===== src/rtl/hazard_ctrl_pkg.sv =====
// Shared definitions for the pipeline hazard controller: FSM state encoding
// and instruction/NOP constants used by the stage registers.
package hazard_ctrl_pkg;

  localparam int ADDR_LEN = 32;
  localparam int INST_LEN = 32;
  localparam logic [INST_LEN-1:0] NOP_INST = 32'h0000_0013;  // addi x0, x0, 0
  localparam int KILL_CYCLES_MAX = 4;

  typedef enum logic [1:0] {
    RUN      = 2'd0,
    MEM_WAIT = 2'd1,
    KILL     = 2'd2,
    ERR      = 2'd3
  } hz_state_e;

endpackage


===== src/rtl/hazard_detect.sv =====
// Load-use hazard detection: EX holds a load whose destination is read by ID.
module hazard_detect #(
  parameter int REG_AW = 5
) (
  input  logic [REG_AW-1:0] id_rs1,
  input  logic [REG_AW-1:0] id_rs2,
  input  logic              id_rs1_used,
  input  logic              id_rs2_used,
  input  logic [REG_AW-1:0] ex_rd,
  input  logic              ex_mem_read,
  output logic              load_use
);

  // x0 is never a real dependency
  assign load_use = ex_mem_read && (ex_rd != '0) &&
                    ((id_rs1_used && (id_rs1 == ex_rd)) ||
                     (id_rs2_used && (id_rs2 == ex_rd)));

endmodule


===== src/rtl/hazard_ctrl.sv =====
// Pipeline hazard controller: memory stalls, load-use bubbles, redirect kills,
// dmem timeout. Optional perf counters under `HAZARD_PERF_CNT_EN.
//
// state    | meaning
// RUN      | normal flow, load-use and redirect handled in-cycle
// MEM_WAIT | dmem access outstanding, all stages frozen
// KILL     | flushing remaining wrong-path front-end slots
// ERR      | dmem timed out, pipeline frozen until reset
module hazard_ctrl
  import hazard_ctrl_pkg::*;
#(
  parameter int REG_AW      = 5,
  parameter int KILL_CYCLES = 1,
  parameter int MEM_TIMEOUT = 255
) (
  input  logic              clk,
  input  logic              rst,
  input  logic [REG_AW-1:0] id_rs1,
  input  logic [REG_AW-1:0] id_rs2,
  input  logic              id_rs1_used,
  input  logic              id_rs2_used,
  input  logic [REG_AW-1:0] ex_rd,
  input  logic              ex_mem_read,
  input  logic              ex_redirect,
  input  logic              dmem_req,
  input  logic              dmem_ready,
  output logic              hold_pc,
  output logic              hold_if_id,
  output logic              hold_id_ex,
  output logic              hold_ex_mem,
  output logic              flush_if_id,
  output logic              flush_id_ex,
  output logic              pc_sel_redirect,
  output logic              mem_err
`ifdef HAZARD_PERF_CNT_EN
  ,
  output logic [31:0]       stall_cnt,
  output logic [31:0]       flush_cnt
`endif
);

  localparam int KW = (KILL_CYCLES > 1) ? $clog2(KILL_CYCLES) : 1;
  localparam int WW = $clog2(MEM_TIMEOUT + 1);
  localparam logic [KW-1:0] KILL_LOAD = KW'(KILL_CYCLES - 1);
  localparam logic [WW-1:0] WAIT_MAX  = WW'(MEM_TIMEOUT);

  hz_state_e     state;
  logic [KW-1:0] kill_cnt;
  logic [WW-1:0] wait_cnt;
  logic [WW-1:0] wait_inc;
  logic          load_use;
  logic          mem_stall;
  logic          in_kill;

  hazard_detect #(.REG_AW(REG_AW)) u_detect (
    .id_rs1      (id_rs1),
    .id_rs2      (id_rs2),
    .id_rs1_used (id_rs1_used),
    .id_rs2_used (id_rs2_used),
    .ex_rd       (ex_rd),
    .ex_mem_read (ex_mem_read),
    .load_use    (load_use)
  );

  assign mem_stall = dmem_req && !dmem_ready;
  // a stall that interrupted KILL keeps its remaining count and resumes it afterwards
  assign in_kill   = (state == KILL) || ((state == MEM_WAIT) && (kill_cnt != '0));
  assign wait_inc  = (state == MEM_WAIT) ? wait_cnt + 1'b1 : WW'(1);
  assign mem_err   = (state == ERR);

  always_comb begin
    hold_pc         = 1'b0;
    hold_if_id      = 1'b0;
    hold_id_ex      = 1'b0;
    hold_ex_mem     = 1'b0;
    flush_if_id     = 1'b0;
    flush_id_ex     = 1'b0;
    pc_sel_redirect = 1'b0;
    if ((state == ERR) || mem_stall) begin
      hold_pc     = 1'b1;
      hold_if_id  = 1'b1;
      hold_id_ex  = 1'b1;
      hold_ex_mem = 1'b1;
    end else if (ex_redirect) begin
      pc_sel_redirect = 1'b1;
      flush_if_id     = 1'b1;
      flush_id_ex     = 1'b1;
    end else if (in_kill) begin
      flush_if_id = 1'b1;
    end else if (load_use) begin
      hold_pc     = 1'b1;
      hold_if_id  = 1'b1;
      flush_id_ex = 1'b1;
    end
  end

  always_ff @(posedge clk or negedge rst) begin
    if (!rst) begin
      state    <= RUN;
      kill_cnt <= '0;
      wait_cnt <= '0;
    end else if (state != ERR) begin
      if (mem_stall) begin
        wait_cnt <= wait_inc;
        state    <= (wait_inc >= WAIT_MAX) ? ERR : MEM_WAIT;
      end else begin
        wait_cnt <= '0;
        if (ex_redirect) begin
          kill_cnt <= KILL_LOAD;
          state    <= (KILL_LOAD != '0) ? KILL : RUN;
        end else if (in_kill) begin
          kill_cnt <= kill_cnt - 1'b1;
          state    <= (kill_cnt == KW'(1)) ? RUN : KILL;
        end else begin
          state <= RUN;
        end
      end
    end
  end

`ifdef HAZARD_PERF_CNT_EN
  always_ff @(posedge clk or negedge rst) begin
    if (!rst) begin
      stall_cnt <= '0;
      flush_cnt <= '0;
    end else begin
      if ((hold_pc || hold_if_id || hold_id_ex || hold_ex_mem) && (stall_cnt != '1))
        stall_cnt <= stall_cnt + 1'b1;
      if (flush_id_ex && (flush_cnt != '1))
        flush_cnt <= flush_cnt + 1'b1;
    end
  end
`endif

endmodule


===== config.mk =====
export PLATFORM = sky130hd
export DESIGN_NAME = hazard_ctrl
export DESIGN_NICKNAME = d
export VERILOG_FILES = /design/src/rtl/hazard_ctrl_pkg.sv /design/src/rtl/hazard_detect.sv /design/src/rtl/hazard_ctrl.sv
export SDC_FILE = /design/constraint.sdc
export NUM_CORES = 1
export LEC_CHECK = 0
export BUFFER_PORTS_ARGS = -buffer_cell sky130_fd_sc_hd__buf_4
export CORE_UTILIZATION = 33
export CTS_CLUSTER_SIZE = 20
export DETAILED_ROUTE_END_ITERATION = 10
export HOLD_SLACK_MARGIN = 0.08
export PLACE_DENSITY = 0.6
export SYNTH_ARGS = -nofsm -noshare
export SYNTH_HDL_FRONTEND = slang
export SYNTH_SLANG_ARGS = --single-unit

===== constraint.sdc =====
create_clock -name clk -period 2 [get_ports clk]
set_input_delay 0.4 -clock clk [delete_from_list [all_inputs] [get_ports clk]]
set_output_delay 0.4 -clock clk [all_outputs]
set_load 0.005 [all_outputs]

# Word level (Yosys, flattened, before mapping)
# Cells that the tools add are included.
dict set report word_totals {
  regBits 11
  latchBits 0
  ramBits 0
  romBits 0
  input_bits 23
  out_inout_bits 8
  wordCells 47
  n_memories 0
}
dict set report classes {
  n_addsub 2
  n_mul 0
  n_div 0
  n_lt_le_gt_ge 1
  eq_ne 6
  shifts 0
  n_mux 21
  n_bitwise 1
  reduce_logical 13
}
# cell n
set op_table {}
lappend op_table {{2-to-1 mux 8 bit} 2}
lappend op_table {{2-to-1 mux 1 bit} 14}
lappend op_table {{equality test 5 bit} 2}
lappend op_table {{2-to-1 mux 2 bit} 5}
lappend op_table {{adder 8 x 1 -> 8 bit, second input constant} 1}
lappend op_table {{>= comparator 8 bit, second input constant} 1}
lappend op_table {{logical AND 1 bit} 6}
lappend op_table {{nonzero test 5 bit} 1}
lappend op_table {{equality test 2 bit, second input constant} 2}
lappend op_table {{logical OR 1 bit} 3}
lappend op_table {{AND reduction 3 bit} 1}
lappend op_table {{equality test 2 x 1 -> 1 bit, second input constant} 1}
lappend op_table {{!= test 2 bit, second input constant} 1}
lappend op_table {{nonzero test 2 bit} 1}
lappend op_table {{zero test 1 bit} 1}
lappend op_table {{inverter 1 bit} 1}
lappend op_table {{subtractor 1 bit, second input constant} 1}

# Logic depth before layout (Yosys ltp)
dict set report depth {
  depth_word 8
  mapped_depth 5
  depth_no_buf 5
}

# By module
# A second synthesis with hierarchy kept.
dict set report unflattened {
  cells_unflattened 103
  hier_area_um2 845.8
}
# module n_inst cells_per_inst area_per_inst_um2 seq_area_each_um2
set by_module_without_submodules {}
lappend by_module_without_submodules {hazard_ctrl 1 86 711.9 275.3}
lappend by_module_without_submodules {hazard_detect 1 17 133.9 0.0}

# Worst setup path after synthesis
# OpenSTA, ideal clock, no wires.
dict set report synth_path {
  path_type {input-to-output}
  from {in ex_rd[4]}
  to {out hold_pc}
  arrival_ns 1.439
  t_required_ns 1.600
  path_slack_ns 0.161
  cell_stages 5
  n_path_buf 1
  cell_sequence {xor2_1 > nor4_1 > a32oi_1 > o31ai_1 > buf_4}
}
dict set report synth_via {
  elab_chain_cells 8
  elab_cells_between_ends 12
  classes_between {eq/ne (2); mux (4); reduce/logical (6)}
}
# element line_no
set synth_lines {}
lappend synth_lines {{start: declaration} hazard_ctrl.sv:22} ;# input logic [REG_AW-1:0] ex_rd,
lappend synth_lines {{equality test 5 bit, on equally long branches} {hazard_detect.sv:16, hazard_detect.sv:17}}
lappend synth_lines {{logical AND 1 bit, on equally long branches} {hazard_detect.sv:16, hazard_detect.sv:17}}
lappend synth_lines {{logical OR 1 bit} hazard_detect.sv:16} ;# ((id_rs1_used && (id_rs1 == ex_rd)) ||
lappend synth_lines {{logical AND 1 bit *} hazard_detect.sv:15} ;# assign load_use = ex_mem_read && (ex_rd != '0) &&
lappend synth_lines {{2-to-1 mux 1 bit * (4 in a row)} -}
lappend synth_lines {{end: declaration} hazard_ctrl.sv:27} ;# output logic hold_pc,
# Mark *: on every way between the ends. The rest lies on a longest branch, timed or not.

# Final worst setup path
dict set report layout_path {
  from {reg state[0]}
  to {out hold_pc}
}
dict set report layout_via {
  elab_chain_cells 6
  elab_cells_between_ends 9
  classes_between {eq/ne (3); mux (3); reduce/logical (3)}
}
# element line_no
set layout_lines {}
lappend layout_lines {{start: declaration} hazard_ctrl.sv:47} ;# hz_state_e state;
lappend layout_lines {{start signal: assignment} hazard_ctrl.sv:105} ;# state <= (wait_inc >= WAIT_MAX) ? ERR : MEM_WAIT;
lappend layout_lines {{start signal: assignment} hazard_ctrl.sv:110} ;# state <= (KILL_LOAD != '0) ? KILL : RUN;
lappend layout_lines {{start signal: assignment} hazard_ctrl.sv:113} ;# state <= (kill_cnt == KW'(1)) ? RUN : KILL;
lappend layout_lines {{equality test 2 x 1 -> 1 bit} hazard_ctrl.sv:67} ;# assign in_kill = (state == KILL) || ((state == MEM_WAIT) && (kill_cnt != '0));
lappend layout_lines {{logical AND 1 bit} hazard_ctrl.sv:67}
lappend layout_lines {{logical OR 1 bit} hazard_ctrl.sv:67}
lappend layout_lines {{2-to-1 mux 1 bit} hazard_ctrl.sv:88} ;# end else if (in_kill) begin
lappend layout_lines {{2-to-1 mux 1 bit} hazard_ctrl.sv:84} ;# end else if (ex_redirect) begin
lappend layout_lines {{2-to-1 mux 1 bit *} hazard_ctrl.sv:79} ;# if ((state == ERR) || mem_stall) begin
# Marks and branches as above.

==> flow_summary.yaml <==
outcome:
  status: "finished clean"
yosys:
  synth-edff-count: 0
  syn_nets: 126
  synthFlopType: "dfrtp_1"
  synthArstFlopShare: 1.00
  ys_warn_count: 0
  postSynthCellCount: 102
  seq_area_frac_synth: 0.326
  synth_cell_types: 36
  synth-seq-cells: 11
  avgSynthCellArea_um2: 8.27
  synth_area_um2: 843
route:
  drc: 0
  via_per_inst: 5.10
  post_drt_wl_per_cell_um: 12.9
  finalWirelength_mm: 2.16
  dr.pass1.iters: 4
  dr.first_iter.drc_count: 15
  num_vias: 856
  antenna_left: 0
critical_path:
  startpoint_type: "flop"
  path_cells: "nand2b_4 > nand2_2 > a211o_1 > o31ai_2 > buf_4"
  cpLargestDelayFamily: "compound AO/OA/AOI/OAI gates"
  path_buf_inv: 1
  cpMaxStageDelayCell: "dfrtp_2"
  required_ns: 1.60
  critPathMaxFanout: 7
  slowest_delay_ns: 0.41
  worstReg2RegEnd: "state[1]"
  reg2reg_from: "state[1]"
  startpoint: "state[0]"
  critical_path_class: "reg -> out"
  r2r_cells: 6
  end_kind: "output pin"
  cp_data_arrival_time_ns: 1.56
  reg2reg_setup_slack_ns: 0.37
clock_network:
  root_buffer: "clkbuf_4"
  cts_tree: "done"
  clockBufferDepth: 2
  cts_made_buffers: 3
  insertion_delay_ns: 0.27
  clk_pin_slew_ns: 0.07
  clock-sinks: 11
  h-tree-depth: 1
sta:
  fin_skew_ns: 0.00260
  slew_violations: 0
  worstMarginPinSlew_ns: 0.300
  finalCritPeriodShare: 0.979
  fin_crit_ns: 1.96
  slew-limit-headroom: 0.800
  setup_viol: 0
  hold_viol: 0
  holdWs_ns: 0.449
  rsz0062_at_grt: "yes"
  fin_ws_ns: 0.0414
  fmax_mhz: 511
grt:
  overflow: 0
  grt_max_degree: 12
  antenna_found_initial: 0
  grt_pass1_wl_mm: 3.39
  grt_usage: 0.170
  grt_pass1_vias: 798
layout:
  synthToLayoutAreaGrowth_pct: 43.0
  instances_no_fill: 168
  nets: 165
  antenna_cells: 0
  layout-drive-gt1-share: 0.364
min_path:
  holdPathStages: 4
  min_to: "wait_cnt[3]"
  worstHoldPathType: "in -> reg"
  min_from: "dmem_ready"
placed_design:
  dp_slack_ns: 0.00256
  dpl.hpwl_mm: 1.65
  place_congestion: 0.800
  port_buffers: 30
  numPlacedInstances: 159
floorplan:
  core_mm2: 0.00232
  rows: 17
  die_w_um: 52.6
  start_util: 0.364
  die_h_um: 52.6
  boundaryPins: 31
  dieArea_mm2: 0.00276
pwr:
  ir_drop_uv: 404
  p_per_area_mw_per_mm2: 411
  leakage_nw: 0.565
job:
  max_cap_viol_count: 0
-- worst max path at each step --
stage,to,slack (ns),cells after the start
5_1_grt,hold_pc,-0.02,5
3_3_place_gp,hold_pc,0.01,6
4_1_cts,hold_pc,0.007,4
3_5_place_dp,hold_pc,0.003,6
6_report,hold_pc,0.04,5
2_1_floorplan,hold_pc,0.16,5
-- cells by family (layout without fill, tap and decap cells) --
group,Yosys count,after routing,synth area share
simple gates,42,42,0.276
compound gates,25,25,0.185
xor+xnor,12,12,0.125
flops,11,11,0.326
buf+inv,10,48,0.0593
fa+ha+maj,1,1,0.0148
mux,1,1,0.0134
-- flip-flops by register name, summed over array words and instances (netlist names) --
register and count:
kill_cnt 1, wait_cnt 8, state 2
-- where the power goes --
part | switching, W | internal, W
logic | 0.0000485 | 0.0000677
registers | 0.00000320 | 0.000225
clock network | 0.0000746 | 0.0000772
total | 0.000126 | 0.000370
-- per-layer routing --
layer | up-vias | wire length (µm) | track usage
met1 | 401 | 977 | 0.219
met5 | - | 0 | 0
met2 | 12 | 1140 | 0.268
met3 | 0 | 48 | 0.0522
met4 | 0 | 0 | 0.0526
li1 | 443 | - | -
-- repair_timing --
| item | CTS | global route |
|---|---|---|
| gates resized for setup | 4 | 7 |
| pin swaps | 0 | 8 |
| setup buffers | 0 | 4 |
| setup endpoints to repair | 3 | 3 |
| hold buffers | 1 | 0 |
| endpoints found under the hold margin | 11 | 0 |
-- Yosys cell counts, drive strengths merged (2+ instances only) --
library cell,count,area (µm²)
or4,3,22.5
xor2,9,78.8
nand3b,2,15.0
xnor2,3,26.3
dfrtp,11,275
nand2b,2,12.5
and3,4,26.3
a21oi,6,30.0
buf,4,27.5
and2,3,18.8
nor2,5,18.8
o31ai,2,15.0
inv,5,18.8
nand2,8,30.0
a31oi,3,18.8
or3,2,12.5
o21ai,7,35.0
nand3,5,30.0
nor3,4,20.0
nor4,2,12.5
-- worst reg2reg max path: stages, from the launching register on --
cell and delay, ns:
dfrtp_2 0.45, buf_4 0.15, buf_4 0.14, nor3b_1 0.29, and3_1 0.23, o2111ai_1 0.12
a21oi_1 0.17
-- final cells by class --
cell class,instances,area (µm²)
fillers,221,1110
multi-input cells,81,538
repair buffers,39,310
flip-flops and latches,11,278
well taps,28,35.0
clock buffers,4,26.3
inverters,5,18.8
-- cells in the final DEF, fill, tap and decap left out, types with 2 or more instances in the layout --
cell type,instances
nand3b_1,2
nor4_1,2
dfrtp_2,2
buf_6,4
xor2_1,9
and3_1,3
nor3_1,4
a31oi_1,3
or4_1,3
dfrtp_1,9
o21ai_0,7
a21oi_1,6
clkbuf_4,3
buf_4,34
or3_1,2
xnor2_1,3
nand3_1,4
nand2_1,7
nor2_1,4
inv_1,5
-- metrics by stage --
| stage | total power [W] | util | cell area (µm²) | setup TNS (ns) |
|---|---|---|---|---|
| finish | 0.000496 | 0.520 | 1210 | 0 |
| global route | 0.000532 | 0.520 | 1210 | -0.0482 |
| CTS | 0.000497 | 0.495 | 1150 | 0 |
| detailed placement | 0.000340 | 0.475 | 1100 | 0 |
| global placement | 0.000339 | 0.475 | 1100 | 0 |
| floorplan | 0.000275 | - | 843 | 0 |
(Power assumes the default switching activity.)
